**src/rtl/console_pkg.sv**
```systemverilog
// Shared types and constants for the console serial output path.
package console_pkg;

  typedef enum logic [1:0] {IDLE, START, DATA, STOP} tx_state_t;

  localparam logic [7:0] EOS_CHAR   = 8'h00;
  localparam int         FRAME_BITS = 10;

endpackage

```
**src/rtl/sync_fifo.sv**
```systemverilog
// Single-clock FIFO with a combinational head output and explicit occupancy count.
module sync_fifo #(
  parameter int DEPTH  = 16,
  parameter int DATA_W = 8
) (
  input  logic                   clk,
  input  logic                   rst_n,
  input  logic                   push,
  input  logic                   pop,
  input  logic [DATA_W-1:0]      din,
  output logic [DATA_W-1:0]      dout,
  output logic                   full,
  output logic                   empty,
  output logic [$clog2(DEPTH):0] count
);
  localparam int AW = $clog2(DEPTH);

  logic [DATA_W-1:0] r_mem [DEPTH];
  logic [AW-1:0]     r_wptr;
  logic [AW-1:0]     r_rptr;
  logic [AW:0]       r_count;
  logic              w_do_pop;
  logic              w_do_push;

  // A push into a full FIFO is legal when the head leaves on the same edge.
  assign w_do_pop  = pop && !empty;
  assign w_do_push = push && (!full || w_do_pop);

  always_ff @(posedge clk or negedge rst_n) begin
    if (!rst_n) begin
      r_wptr  <= '0;
      r_rptr  <= '0;
      r_count <= '0;
    end else begin
      if (w_do_push) r_wptr <= r_wptr + 1'b1;
      if (w_do_pop)  r_rptr <= r_rptr + 1'b1;
      case ({w_do_push, w_do_pop})
        2'b10:   r_count <= r_count + 1'b1;
        2'b01:   r_count <= r_count - 1'b1;
        default: r_count <= r_count;
      endcase
    end
  end

  always_ff @(posedge clk) begin
    if (w_do_push) r_mem[r_wptr] <= din;
  end

  assign dout  = r_mem[r_rptr];
  assign full  = (r_count == (AW+1)'(DEPTH));
  assign empty = (r_count == '0);
  assign count = r_count;

endmodule

```
**src/rtl/console_out_ctrl.sv**
```systemverilog
// Buffers CPU console characters and serialises them as 8N1 frames on tx.
module console_out_ctrl
  import console_pkg::*;
#(
  parameter int DEPTH        = 16,
  parameter int CLKS_PER_BIT = 4,
  parameter int DATA_W       = 8
) (
  input  logic                   clk,
  input  logic                   rst_n,
  input  logic                   interrupt,
  input  logic [DATA_W-1:0]      value,
  output logic                   stall,
  output logic                   tx,
  output logic                   busy,
  output logic                   done,
  output logic                   overflow,
  output logic [$clog2(DEPTH):0] count
);
  localparam int              CW       = $clog2(DEPTH) + 1;
  localparam int              TW       = (CLKS_PER_BIT > 1) ? $clog2(CLKS_PER_BIT) : 1;
  localparam logic [TW-1:0]   BIT_LAST = TW'(CLKS_PER_BIT - 1);
  localparam logic [2:0]      IDX_LAST = 3'(DATA_W - 1);

  tx_state_t         r_state, w_state_nxt;
  logic [TW-1:0]     r_timer, w_timer_nxt;
  logic [2:0]        r_bit, w_bit_nxt;
  logic [DATA_W-1:0] r_shift, w_shift_nxt;
  logic              r_eos_seen, r_done, r_overflow;
  logic              w_pop, w_push, w_drop, w_accept, w_eos;
  logic              w_full, w_empty;
  logic [DATA_W-1:0] w_head;
  logic [CW-1:0]     w_count;

  // Once end-of-stream is seen every later strobe is ignored outright.
  assign w_eos    = interrupt && !r_eos_seen && (value == DATA_W'(EOS_CHAR));
  assign w_accept = interrupt && !r_eos_seen && (value != DATA_W'(EOS_CHAR));
  assign w_push   = w_accept && (!w_full || w_pop);
  assign w_drop   = w_accept && w_full && !w_pop;

  sync_fifo #(.DEPTH(DEPTH), .DATA_W(DATA_W)) u_fifo (
    .clk   (clk),
    .rst_n (rst_n),
    .push  (w_push),
    .pop   (w_pop),
    .din   (value),
    .dout  (w_head),
    .full  (w_full),
    .empty (w_empty),
    .count (w_count)
  );

  always_comb begin
    w_state_nxt = r_state;
    w_timer_nxt = r_timer;
    w_bit_nxt   = r_bit;
    w_shift_nxt = r_shift;
    w_pop       = 1'b0;
    tx          = 1'b1;
    case (r_state)
      IDLE: begin
        if (!w_empty) begin
          w_pop       = 1'b1;
          w_shift_nxt = w_head;
          w_timer_nxt = BIT_LAST;
          w_state_nxt = START;
        end
      end
      START: begin
        tx = 1'b0;
        if (r_timer == '0) begin
          w_state_nxt = DATA;
          w_timer_nxt = BIT_LAST;
          w_bit_nxt   = '0;
        end else begin
          w_timer_nxt = r_timer - 1'b1;
        end
      end
      DATA: begin
        tx = r_shift[0];
        if (r_timer == '0) begin
          w_shift_nxt = {1'b0, r_shift[DATA_W-1:1]};
          w_timer_nxt = BIT_LAST;
          if (r_bit == IDX_LAST) w_state_nxt = STOP;
          else                   w_bit_nxt   = r_bit + 1'b1;
        end else begin
          w_timer_nxt = r_timer - 1'b1;
        end
      end
      STOP: begin
        // Chain straight into the next start bit when more data is queued.
        if (r_timer == '0) begin
          if (!w_empty) begin
            w_pop       = 1'b1;
            w_shift_nxt = w_head;
            w_timer_nxt = BIT_LAST;
            w_state_nxt = START;
          end else begin
            w_state_nxt = IDLE;
          end
        end else begin
          w_timer_nxt = r_timer - 1'b1;
        end
      end
      default: w_state_nxt = IDLE;
    endcase
  end

  always_ff @(posedge clk or negedge rst_n) begin
    if (!rst_n) begin
      r_state    <= IDLE;
      r_timer    <= '0;
      r_bit      <= '0;
      r_eos_seen <= 1'b0;
      r_done     <= 1'b0;
      r_overflow <= 1'b0;
    end else begin
      r_state <= w_state_nxt;
      r_timer <= w_timer_nxt;
      r_bit   <= w_bit_nxt;
      if (w_eos)  r_eos_seen <= 1'b1;
      if (w_drop) r_overflow <= 1'b1;
      if (r_eos_seen && w_empty && (r_state == IDLE)) r_done <= 1'b1;
    end
  end

  always_ff @(posedge clk) begin
    r_shift <= w_shift_nxt;
  end

  assign stall    = w_full;
  assign busy     = (r_state != IDLE) || !w_empty;
  assign done     = r_done;
  assign overflow = r_overflow;
  assign count    = w_count;

endmodule

```
**config.mk**
```make
export PLATFORM = sky130hd
export DESIGN_NAME = console_out_ctrl
export DESIGN_NICKNAME = d
export VERILOG_FILES = /design/src/rtl/console_pkg.sv /design/src/rtl/sync_fifo.sv /design/src/rtl/console_out_ctrl.sv
export SDC_FILE = /design/constraint.sdc
export NUM_CORES = 1
export LEC_CHECK = 0
export ABC_AREA = 1
export CAP_MARGIN = 20
export CORE_ASPECT_RATIO = 0.7
export CORE_MARGIN = 8
export CORE_UTILIZATION = 55
export CTS_CLUSTER_SIZE = 10
export DETAILED_ROUTE_END_ITERATION = 7
export GPL_ROUTABILITY_DRIVEN = 0
export PLACE_DENSITY = 0.72
export SLEW_MARGIN = 10
export SYNTH_ARGS = -nofsm -noshare
export SYNTH_HDL_FRONTEND = slang
export SYNTH_SLANG_ARGS = --single-unit
```
**constraint.sdc**
```tcl
create_clock -name clk -period 3.18 [get_ports clk]
set_clock_uncertainty 0.05 [all_clocks]
set_input_delay 0.318 -clock clk [delete_from_list [all_inputs] [get_ports clk]]
set_output_delay 0.318 -clock clk [all_outputs]
set_load 0.02 [all_outputs]
```
==> flow_summary.json, run 1 <==
{
  "first_iter_violations": 501,
  "syn_to_final_growth_pct": 14.2,
  "yosysTopAreaCellShare": 0.545,
  "p_leak_nw": 3.76,
  "synth-adder-area-share": 0.0300,
  "cts_tree": "done",
  "routed_via_density": 5.30,
  "vias": 5228,
  "power-per-cell-area_mw_per_mm2": 511,
  "place_ws_ns": 0.265,
  "post_cts.repair.setup_buffers": 0,
  "drive_gt1_frac": 0.104,
  "maxSlewViolCount": 0,
  "routed_wl_mm": 16.7,
  "die_h_um": 114,
  "cts_hold_buffers": 0,
  "first_pass_iters": 7,
  "clock_latency_ns": 0.43,
  "post-route-util": 0.648,
  "synth_cells": 748,
  "cp.required_ns": 3.49,
  "grt_setup_unrepaired": "no",
  "antenna_cells": 0,
  "start_util": 0.567,
  "nets": 817,
  "hpwl_mm": 11.2,
  "postSynthAreaPerCell_um2": 10.0,
  "cts_resized": 0,
  "period_needed_ns": 2.85,
  "hold_class": "primary input to async pin",
  "power.total_w": 0.00438,
  "critPathLaunchType": "flop",
  "slew_headroom": 0.486,
  "grt_pass1_vias": 5245,
  "final.period_utilization": 0.897,
  "ys_ff_latch": 159,
  "peakVddDrop_mv": 0.408,
  "combinationalPowerShare": 0.014,
  "cts_root_buffer": "clkbuf_16",
  "max_cap_violations": 0,
  "endpoint_kind": "flop",
  "synth_most_common_cell": "nand2_1",
  "synth-edff-count": 136,
  "run_status": "finished with violations",
  "hold_violations": 0,
  "ys_types": 41,
  "p_sw_frac": 0.196,
  "netlist_top_cells_area": "edfxtp_1, nand2_1, dfrtp_1",
  "grt_usage": 0.200,
  "crit_fanout": 7,
  "tns_ns": 0,
  "finalSetupViolations": 0,
  "worst_slew_pin_slew_ns": 0.767,
  "synth-simple-area-share": 0.221,
  "port_buffers": 20,
  "drtAntennaViolNets": 0,
  "ys_async_sr_fraction": 0.145,
  "yosysWarnings": 0,
  "max_freq_ghz": 0.351,
  "syn_area_mm2": 0.00750,
  "synth_seq_area_share": 0.621,
  "seqPwrFrac": 0.517,
  "grt_pass1_wl_mm": 27.1,
  "drc": 1,
  "coreArea_mm2": 0.0132,
  "synth-compound-area-share": 0.0249,
  "grt_max_degree": 41,
  "cts.sinks": 159,
  "overflow": 0,
  "violations": "design-rule violations",
  "clk_pin_slew_ns": 0.07,
  "crit_type": "flop to flop",
  "die_area_mm2": 0.0177,
  "layout_setup_ws_ns": 0.328,
  "rows": 35,
  "synth_xor_area_frac": 0.0127,
  "ios": 21,
  "internal_power_w": 0.00352,
  "synth_flop_cell": "edfxtp_1",
  "synthTopCellsByCount": "nand2_1, edfxtp_1, inv_1, nand3_1, dfrtp_1",
  "synth_top_family_by_area": "simple AND/OR/NAND/NOR gates",
  "synth_top_cell_by_area": "edfxtp_1",
  "muxShareOfSynthArea": 0.00133,
  "fin_hold_ws_ns": 0.199,
  "cts_buffer_depth": 2,
  "syn_nets": 777,
  "routedWlPerCell_um": 17.0,
  "switchingPower_w": 0.000859,
  "cts-htree-levels": 4,
  "arrival_ns": 3.16,
  "die_w_um": 156,
  "cts_buffers": 17,
  "antenna_found_initial": 0,
  "clockPowerShare": 0.469
}
==> stage by stage <==
stage               cells  area [um2]
global placement      953        7970
floorplan             748        7500
CTS                   985        8560
finish                986        8570
global route          986        8570
detailed placement    953        7970
==> worst paths after layout <==
| path | cells past startpoint | slack, ns | endpoint | from |
|---|---|---|---|---|
| min in group clk | 2 | 0.42 | r_eos_seen | r_eos_seen |
| hold / removal | 2 | 0.20 | r_bit[0] | rst_n |
| max in group asynchronous | 2 | 2.61 | u_fifo.r_rptr[0] | rst_n |
| hold reg to reg | 2 | 0.42 | r_eos_seen | r_eos_seen |
| setup / recovery | 15 | 0.33 | u_fifo.count[4] | r_state[0] |
| setup reg to reg | 15 | 0.33 | u_fifo.count[4] | r_state[0] |
==> layer usage <==
metal / up-vias / part of all wire / wire, um / track usage
met1: 2513 / 0.44 / 7310 / 0.254
met2: 190 / 0.47 / 7950 / 0.326
met4: 0 / 0.014 / 233 / 0.0631
li1: 2500 / - / - / -
met5: - / 0 / 0 / 0
met3: 25 / 0.075 / 1250 / 0.0563
==> critical path: stages (launching register included) <==
cell     delay [ns]
dfrtp_1        0.46
inv_1          0.12
ha_1           0.37
a21oi_4        0.16
nand2_4        0.08
inv_1          0.19
ha_1           0.32
xor2_1         0.25
ha_1           0.19
inv_1          0.05
nand2_1        0.11
nand3_1        0.09
nand2_1        0.08
xor2_1         0.14
nand2_1        0.06
nand2_1        0.06
==> cells by family after synthesis <==
family / after synthesis
compound gates: 28
mux: 1
fa+ha+maj: 18
simple gates: 375
flops: 159
buf+inv: 157
xor+xnor: 10
==> power groups by stage <==
stage	sequential [W]	clock [W]	combinational [W]
after floorplan	0.00231	0	0.00000145
after global placement	0.00231	0	0.0000614
after detailed placement	0.00231	0	0.0000635
after CTS	0.00226	0.00206	0.0000636
after global routing	0.00226	0.00215	0.0000673
final	0.00226	0.00205	0.0000623
==> layout by cell type (no fill, tap or decap), types with 2 or more instances in the layout <==
master           count
clkinvlp_4           4
nand2_2              3
dfrtp_1             22
o211ai_1             2
nand3_2              2
nor2_1              13
nand2_4              3
clkdlybuf4s50_1     20
o21ai_0             11
a21oi_1              2
inv_1              126
nand2_1            232
inv_6                2
o21bai_1             2
ha_1                18
xor2_1               7
clkbuf_16           17
bufinv_16            3
nor3_2               5
xnor2_1              2
o21ai_2              3
clkbuf_1             2
nand3_1            102
clkinv_1             2
buf_4               27
clkinv_4             2
nor3_1              11
nor2_4               2
edfxtp_1           136
inv_2                2
==> layout make-up <==
| cell class | count | area, um2 |
|---|---|---|
| clock inverter | 13 | 164 |
| multi-input combinational | 432 | 2180 |
| timing repair buffer | 48 | 408 |
| clock buffer | 19 | 433 |
| inverter | 130 | 495 |
| sequential | 159 | 4660 |
| fill | 1029 | 4660 |
| tap | 185 | 231 |
==> registers in the layout, summed over array words and instances (netlist names), 2 cells and up <==
| signal | count |
|---|---|
| r_bit | 3 |
| r_shift | 8 |
| r_state | 2 |
| r_timer | 2 |
| u_fifo.count | 5 |
| u_fifo.r_mem | 128 |
| u_fifo.r_rptr | 4 |
| u_fifo.r_wptr | 4 |
No activity file was read; power rests on OpenSTA's default activity.
==> inputs of run 2 (changes only) <==
--- a/config.mk
+++ b/config.mk
@@ -7,13 +7,16 @@
 export LEC_CHECK = 0
 export ABC_AREA = 1
 export CAP_MARGIN = 20
+export CELL_PAD_IN_SITES_DETAIL_PLACEMENT = 1
+export CELL_PAD_IN_SITES_GLOBAL_PLACEMENT = 1
 export CORE_ASPECT_RATIO = 0.7
 export CORE_MARGIN = 8
-export CORE_UTILIZATION = 55
+export CORE_UTILIZATION = 49
 export CTS_CLUSTER_SIZE = 10
 export DETAILED_ROUTE_END_ITERATION = 7
 export GPL_ROUTABILITY_DRIVEN = 0
-export PLACE_DENSITY = 0.72
+export MAX_ROUTING_LAYER = met4
+export PLACE_DENSITY_LB_ADDON = 0.1
 export SLEW_MARGIN = 10
 export SYNTH_ARGS = -nofsm -noshare
 export SYNTH_HDL_FRONTEND = slang
==> run 2 against run 1 <==
Effect of this change: critical path type unchanged; count of clock-buffer cells in the layout is 3 higher; the flow now finishes without violations; worst hold slack gained 0.0082 ns; global-route usage up 2.1 points; non-clock buffer count unchanged; critical path depth up 1; critical endpoint unchanged.
==> flow_summary.json, run 2 (synthesis gave the netlist of run 1 again) <==
{
  "antenna_cells": 0,
  "peakVddDrop_mv": 0.446,
  "clock_latency_ns": 0.43,
  "hpwl_mm": 13.4,
  "cts_buffers": 17,
  "startpoint": "r_state[0]",
  "ios": 21,
  "arrival_ns": 3.19,
  "first_iter_violations": 425,
  "tns_ns": 0,
  "rows": 37,
  "drtAntennaViolNets": 0,
  "critPathLaunchType": "flop",
  "crit_fanout": 15,
  "post-route-util": 0.581,
  "first_pass_iters": 5,
  "clk_pin_slew_ns": 0.06,
  "r2r_cells": 16,
  "cts_resized": 0,
  "finalSetupViolations": 0,
  "multi_input_area_mm2": 0.00218,
  "routed_via_density": 5.33,
  "grt_usage": 0.220,
  "die_area_mm2": 0.0196,
  "drc": 0,
  "grt_setup_unrepaired": "no",
  "overflow": 0,
  "nets": 817,
  "reg2reg_from": "r_state[0]",
  "power-per-cell-area_mw_per_mm2": 517,
  "coreArea_mm2": 0.0148,
  "p_sw_frac": 0.192,
  "cts_tree": "done",
  "final_common_cell": "nand2_1",
  "max_freq_ghz": 0.348,
  "worstReg2RegEnd": "u_fifo.count[4]",
  "hold_class": "primary input to async pin",
  "internal_power_w": 0.00359,
  "cts.sinks": 159,
  "endpoint_kind": "flop",
  "period_needed_ns": 2.87,
  "drive_gt1_frac": 0.106,
  "hold_violations": 0,
  "switchingPower_w": 0.000856,
  "layout_common_cells": "nand2_1, edfxtp_1, inv_1",
  "run_status": "finished, final reports clean",
  "cts_hold_buffers": 0,
  "grt_pass1_vias": 5696,
  "largest_register_ffs": 128,
  "port_buffers": 20,
  "vias": 5306,
  "r2r_setup_slack_ns": 0.31,
  "cts_root_buffer": "clkbuf_16",
  "cts-htree-levels": 4,
  "cp.required_ns": 3.50,
  "seqCellArea_mm2": 0.00466,
  "combinationalPowerShare": 0.014,
  "maxSlewViolCount": 0,
  "grt_max_degree": 35,
  "grt_pass1_wl_mm": 31.4,
  "routed_wl_mm": 20.0,
  "slew_headroom": 0.295,
  "start_util": 0.506,
  "die_w_um": 164,
  "syn_to_final_growth_pct": 14.7,
  "n_fill_cell": 1615,
  "post_cts.repair.setup_buffers": 0,
  "crit_path_end": "u_fifo.count[4]",
  "top_register": "u_fifo.r_mem",
  "crit_type": "flop to flop",
  "antenna_found_initial": 0,
  "final.period_utilization": 0.904,
  "cts_buffer_depth": 2,
  "clockPowerShare": 0.478,
  "die_h_um": 120,
  "worst_slew_pin_slew_ns": 1.05,
  "seqPwrFrac": 0.508,
  "routedWlPerCell_um": 20.1,
  "p_leak_nw": 3.79,
  "max_cap_violations": 0
}
-- run 2: changes by cell type in the layout (fill, tap and decap cells not counted) --
| cell | change |
|---|---|
| buf_2 | -1 |
| buf_4 | +1 |
| clkbuf_1 | -1 |
| clkbuf_8 | +4 |
| clkinv_1 | -1 |
| clkinv_2 | +3 |
| clkinv_4 | -1 |
| clkinvlp_4 | -2 |
| inv_6 | -2 |
-- run 2: area by class of cell --
class | instances | share of cell area
Clock inverter | 10 | 0.0156
Sequential cell | 159 | 0.542
Multi-Input combinational cell | 432 | 0.253
Inverter | 130 | 0.0576
Clock buffer | 22 | 0.0563
Tap cell | 195 | 0.0284
Timing Repair Buffer | 48 | 0.0477
-- run 2: how the worst min path moves through the flow --
stage	end	startpoint	depth (start not counted)	slack (ns)
after floorplan	done	rst_n	0	-0.03
after global placement	r_eos_seen	r_eos_seen	2	0.41
after detailed placement	done	done	1	0.42
after CTS	r_bit[0]	rst_n	2	0.21
after global routing	r_bit[1]	rst_n	2	0.24
final	r_bit[0]	rst_n	2	0.21
-- run 2: power by group through the flow --
stage                     sequential, W  combinational, W  clock [W]
after floorplan                 0.00231        0.00000145          0
after global placement          0.00231         0.0000600          0
after detailed placement        0.00231         0.0000623          0
after CTS                       0.00226         0.0000625    0.00215
after global routing            0.00226         0.0000662    0.00223
final                           0.00226         0.0000617    0.00213
-- run 2: critical path: stages, from the launching register on --
cell     delay [ns]
dfrtp_1        0.46
inv_1          0.13
ha_1           0.37
a21oi_4        0.16
nand2_4        0.08
nand2_2        0.08
nand2_4        0.12
ha_1           0.32
xor2_1         0.26
ha_1           0.20
inv_1          0.04
nand2_1        0.10
nand3_1        0.09
nand2_1        0.08
xor2_1         0.15
nand2_1        0.07
nand2_1        0.06
-- run 2: routing by layer --
metal,GRT usage,routed length (um)
met5,-,0
met3,0.0444,1060
met1,0.276,8670
met4,0.0713,336
met2,0.356,9960
-- run 2: stage by stage --
| stage | std cells | setup WS [ns] | hold WS (ns) | cell area (um2) | total power, W |
|---|---|---|---|---|---|
| floorplan | 748 | 0.634 | -0.0276 | 7500 | 0.00231 |
| finish | 996 | 0.305 | 0.207 | 8600 | 0.00445 |
| detailed placement | 964 | 0.100 | 0.415 | 7990 | 0.00237 |
| CTS | 996 | 0.286 | 0.213 | 8600 | 0.00448 |
| global route | 996 | 0.0834 | 0.241 | 8600 | 0.00455 |
| global placement | 964 | 0.286 | 0.411 | 7990 | 0.00237 |
==> inputs of run 3 (changes only) <==
--- a/config.mk
+++ b/config.mk
@@ -16,7 +16,7 @@
 export DETAILED_ROUTE_END_ITERATION = 7
 export GPL_ROUTABILITY_DRIVEN = 0
 export MAX_ROUTING_LAYER = met4
-export PLACE_DENSITY_LB_ADDON = 0.1
+export PLACE_DENSITY = 0.82
 export SLEW_MARGIN = 10
 export SYNTH_ARGS = -nofsm -noshare
 export SYNTH_HDL_FRONTEND = slang
==> run 3 against run 2 <==
Effect of this change: non-clock buffer count is 4 higher; wire length grew 5.0%; critical path depth is the same; power is 1.0% higher; global-route usage grew 1.3 points; die area unchanged; cell count grew 0.40%; count of clock-buffer cells in the layout did not move; design area grew 0.57%; register-to-register slack got worse by 0.07 ns; worst hold slack improved by 0.022 ns; critical path type unchanged; largest cell class unchanged.
==> flow_summary.json, run 3 (synthesis gave the netlist of run 1 again) <==
{
  "n_fill_cell": 1634,
  "crit_top_cell": "nand2_1",
  "internal_power_w": 0.00363,
  "clock_latency_ns": 0.44,
  "first_pass_iters": 4,
  "critical_path.cell_chain": "inv_1 -> ha_1 -> nand2_4 -> a21oi_4 -> nand2_4 -> inv_1 -> ha_1 -> xor2_1 -> ha_1 -> inv_1 -> nand2_1 -> nand3_1 -> nand2_1 -> xor2_1 -> nand2_1 -> nand2_1",
  "startpoint": "r_timer[0]",
  "vias": 5435,
  "start_util": 0.506,
  "first_iter_violations": 375,
  "r2r_setup_slack_ns": 0.24,
  "path_buf_inv": 3,
  "reg2reg_from": "r_timer[0]",
  "grt_util_met3": 0.0519,
  "routed_wl_mm": 21.0,
  "max_freq_ghz": 0.340,
  "worst_slew_pin_slew_ns": 0.632,
  "hpwl_mm": 14.2,
  "clockPowerShare": 0.484,
  "slowest_delay_ns": 0.40,
  "endpoint_kind": "flop",
  "die_h_um": 120,
  "post_cts.repair.setup_buffers": 0,
  "cts_root_buffer": "clkbuf_16",
  "post-route-util": 0.584,
  "grt_pass1_vias": 6023,
  "cts_resized": 0,
  "hold_violations": 0,
  "critPathLaunchType": "flop",
  "run_status": "finished, final reports clean",
  "finalSetupViolations": 0,
  "grt_pass1_wl_mm": 33.4,
  "cts_hold_buffers": 0,
  "drive_gt1_frac": 0.108,
  "worstReg2RegEnd": "u_fifo.count[4]",
  "cts-htree-levels": 4,
  "cts.sinks": 159,
  "grt.busiest_layer": "met2",
  "rows": 37,
  "crit_fanout": 8,
  "grt_setup_unrepaired": "no",
  "hold_class": "primary input to async pin",
  "multi_input_area_mm2": 0.00218,
  "ios": 21,
  "power-per-cell-area_mw_per_mm2": 520,
  "drc": 0,
  "path_depth": 16,
  "layout_common_cells": "nand2_1, edfxtp_1, inv_1",
  "grt_usage": 0.233,
  "cts_buffer_depth": 2,
  "cts_buffers": 17,
  "clk_pin_slew_ns": 0.06,
  "overflow": 0,
  "final.period_utilization": 0.926,
  "die_area_mm2": 0.0196,
  "largest_register_ffs": 128,
  "coreArea_mm2": 0.0148,
  "max_cap_violations": 0,
  "antenna_found_initial": 0,
  "crit_type": "flop to flop",
  "grt_max_degree": 54,
  "seqCellArea_mm2": 0.00466,
  "cts_tree": "done",
  "crit_family": "adder cells",
  "peakVddDrop_mv": 0.390,
  "final_common_cell": "nand2_1",
  "period_needed_ns": 2.94,
  "top_register": "u_fifo.r_mem",
  "cp.required_ns": 3.50,
  "cp_slowest_cell": "dfrtp_1",
  "die_w_um": 164,
  "tns_ns": 0,
  "p_leak_nw": 3.81,
  "grtUsageMet2": 0.386,
  "routed_via_density": 5.44,
  "nets": 821,
  "combinationalPowerShare": 0.013,
  "port_buffers": 20,
  "grtUsageMet1": 0.279,
  "switchingPower_w": 0.000864,
  "syn_to_final_growth_pct": 15.4,
  "maxSlewViolCount": 0,
  "crit_path_end": "u_fifo.count[4]",
  "seqPwrFrac": 0.503,
  "r2r_cells": 16,
  "slew_headroom": 0.579,
  "antenna_cells": 0,
  "drtAntennaViolNets": 0,
  "p_sw_frac": 0.192,
  "arrival_ns": 3.27,
  "routedWlPerCell_um": 21.0
}
## run 3: cell type report
| class | count | area share |
|---|---|---|
| inverters | 130 | 0.0573 |
| clock buffers | 22 | 0.0536 |
| well taps | 195 | 0.0282 |
| clock inverters | 10 | 0.0185 |
| multi-input cells | 432 | 0.251 |
| repair buffers | 52 | 0.0523 |
| flip-flops and latches | 159 | 0.539 |
## run 3: worst reg2reg max path, stage by stage (launching register included)
cell,delay [ns]
dfrtp_1,0.40
inv_1,0.10
ha_1,0.38
nand2_4,0.10
a21oi_4,0.16
nand2_4,0.09
inv_1,0.20
ha_1,0.32
xor2_1,0.27
ha_1,0.20
inv_1,0.05
nand2_1,0.09
nand3_1,0.09
nand2_1,0.09
xor2_1,0.16
nand2_1,0.08
nand2_1,0.06
## run 3: per-layer routing
layer,share of wire,wire (um)
met5,0,0
met2,0.51,10800
met1,0.43,9020
met3,0.038,809
met4,0.018,383
## run 3: worst min path at each step
stage          cells past startpoint  startpoint         end  slack (ns)
2_1_floorplan                      0       rst_n        done       -0.03
3_3_place_gp                       2  r_eos_seen  r_eos_seen        0.41
3_5_place_dp                       1    overflow    overflow        0.42
4_1_cts                            2       rst_n    r_bit[2]        0.23
5_1_grt                            2       rst_n    r_bit[2]        0.26
6_report                           2       rst_n    r_bit[2]        0.23
## run 3: power groups by stage
stage	sequential, W	clock, W	combinational [W]
after floorplan	0.00231	0	0.00000145
after global placement	0.00231	0	0.0000544
after detailed placement	0.00231	0	0.0000579
after CTS	0.00226	0.00220	0.0000583
after global routing	0.00226	0.00228	0.0000625
final	0.00226	0.00218	0.0000576
## run 3: through the flow
stage          total power, W  hold slack [ns]  setup WS [ns]  area (um2)  std cells
2_1_floorplan         0.00231          -0.0276          0.634        7500        748
3_3_place_gp          0.00236            0.408          0.437        8030        968
3_5_place_dp          0.00236            0.422          0.156        8030        968
4_1_cts               0.00452            0.232          0.214        8650       1000
5_1_grt               0.00461            0.259        0.00510        8650       1000
6_report              0.00450            0.229          0.236        8650       1000
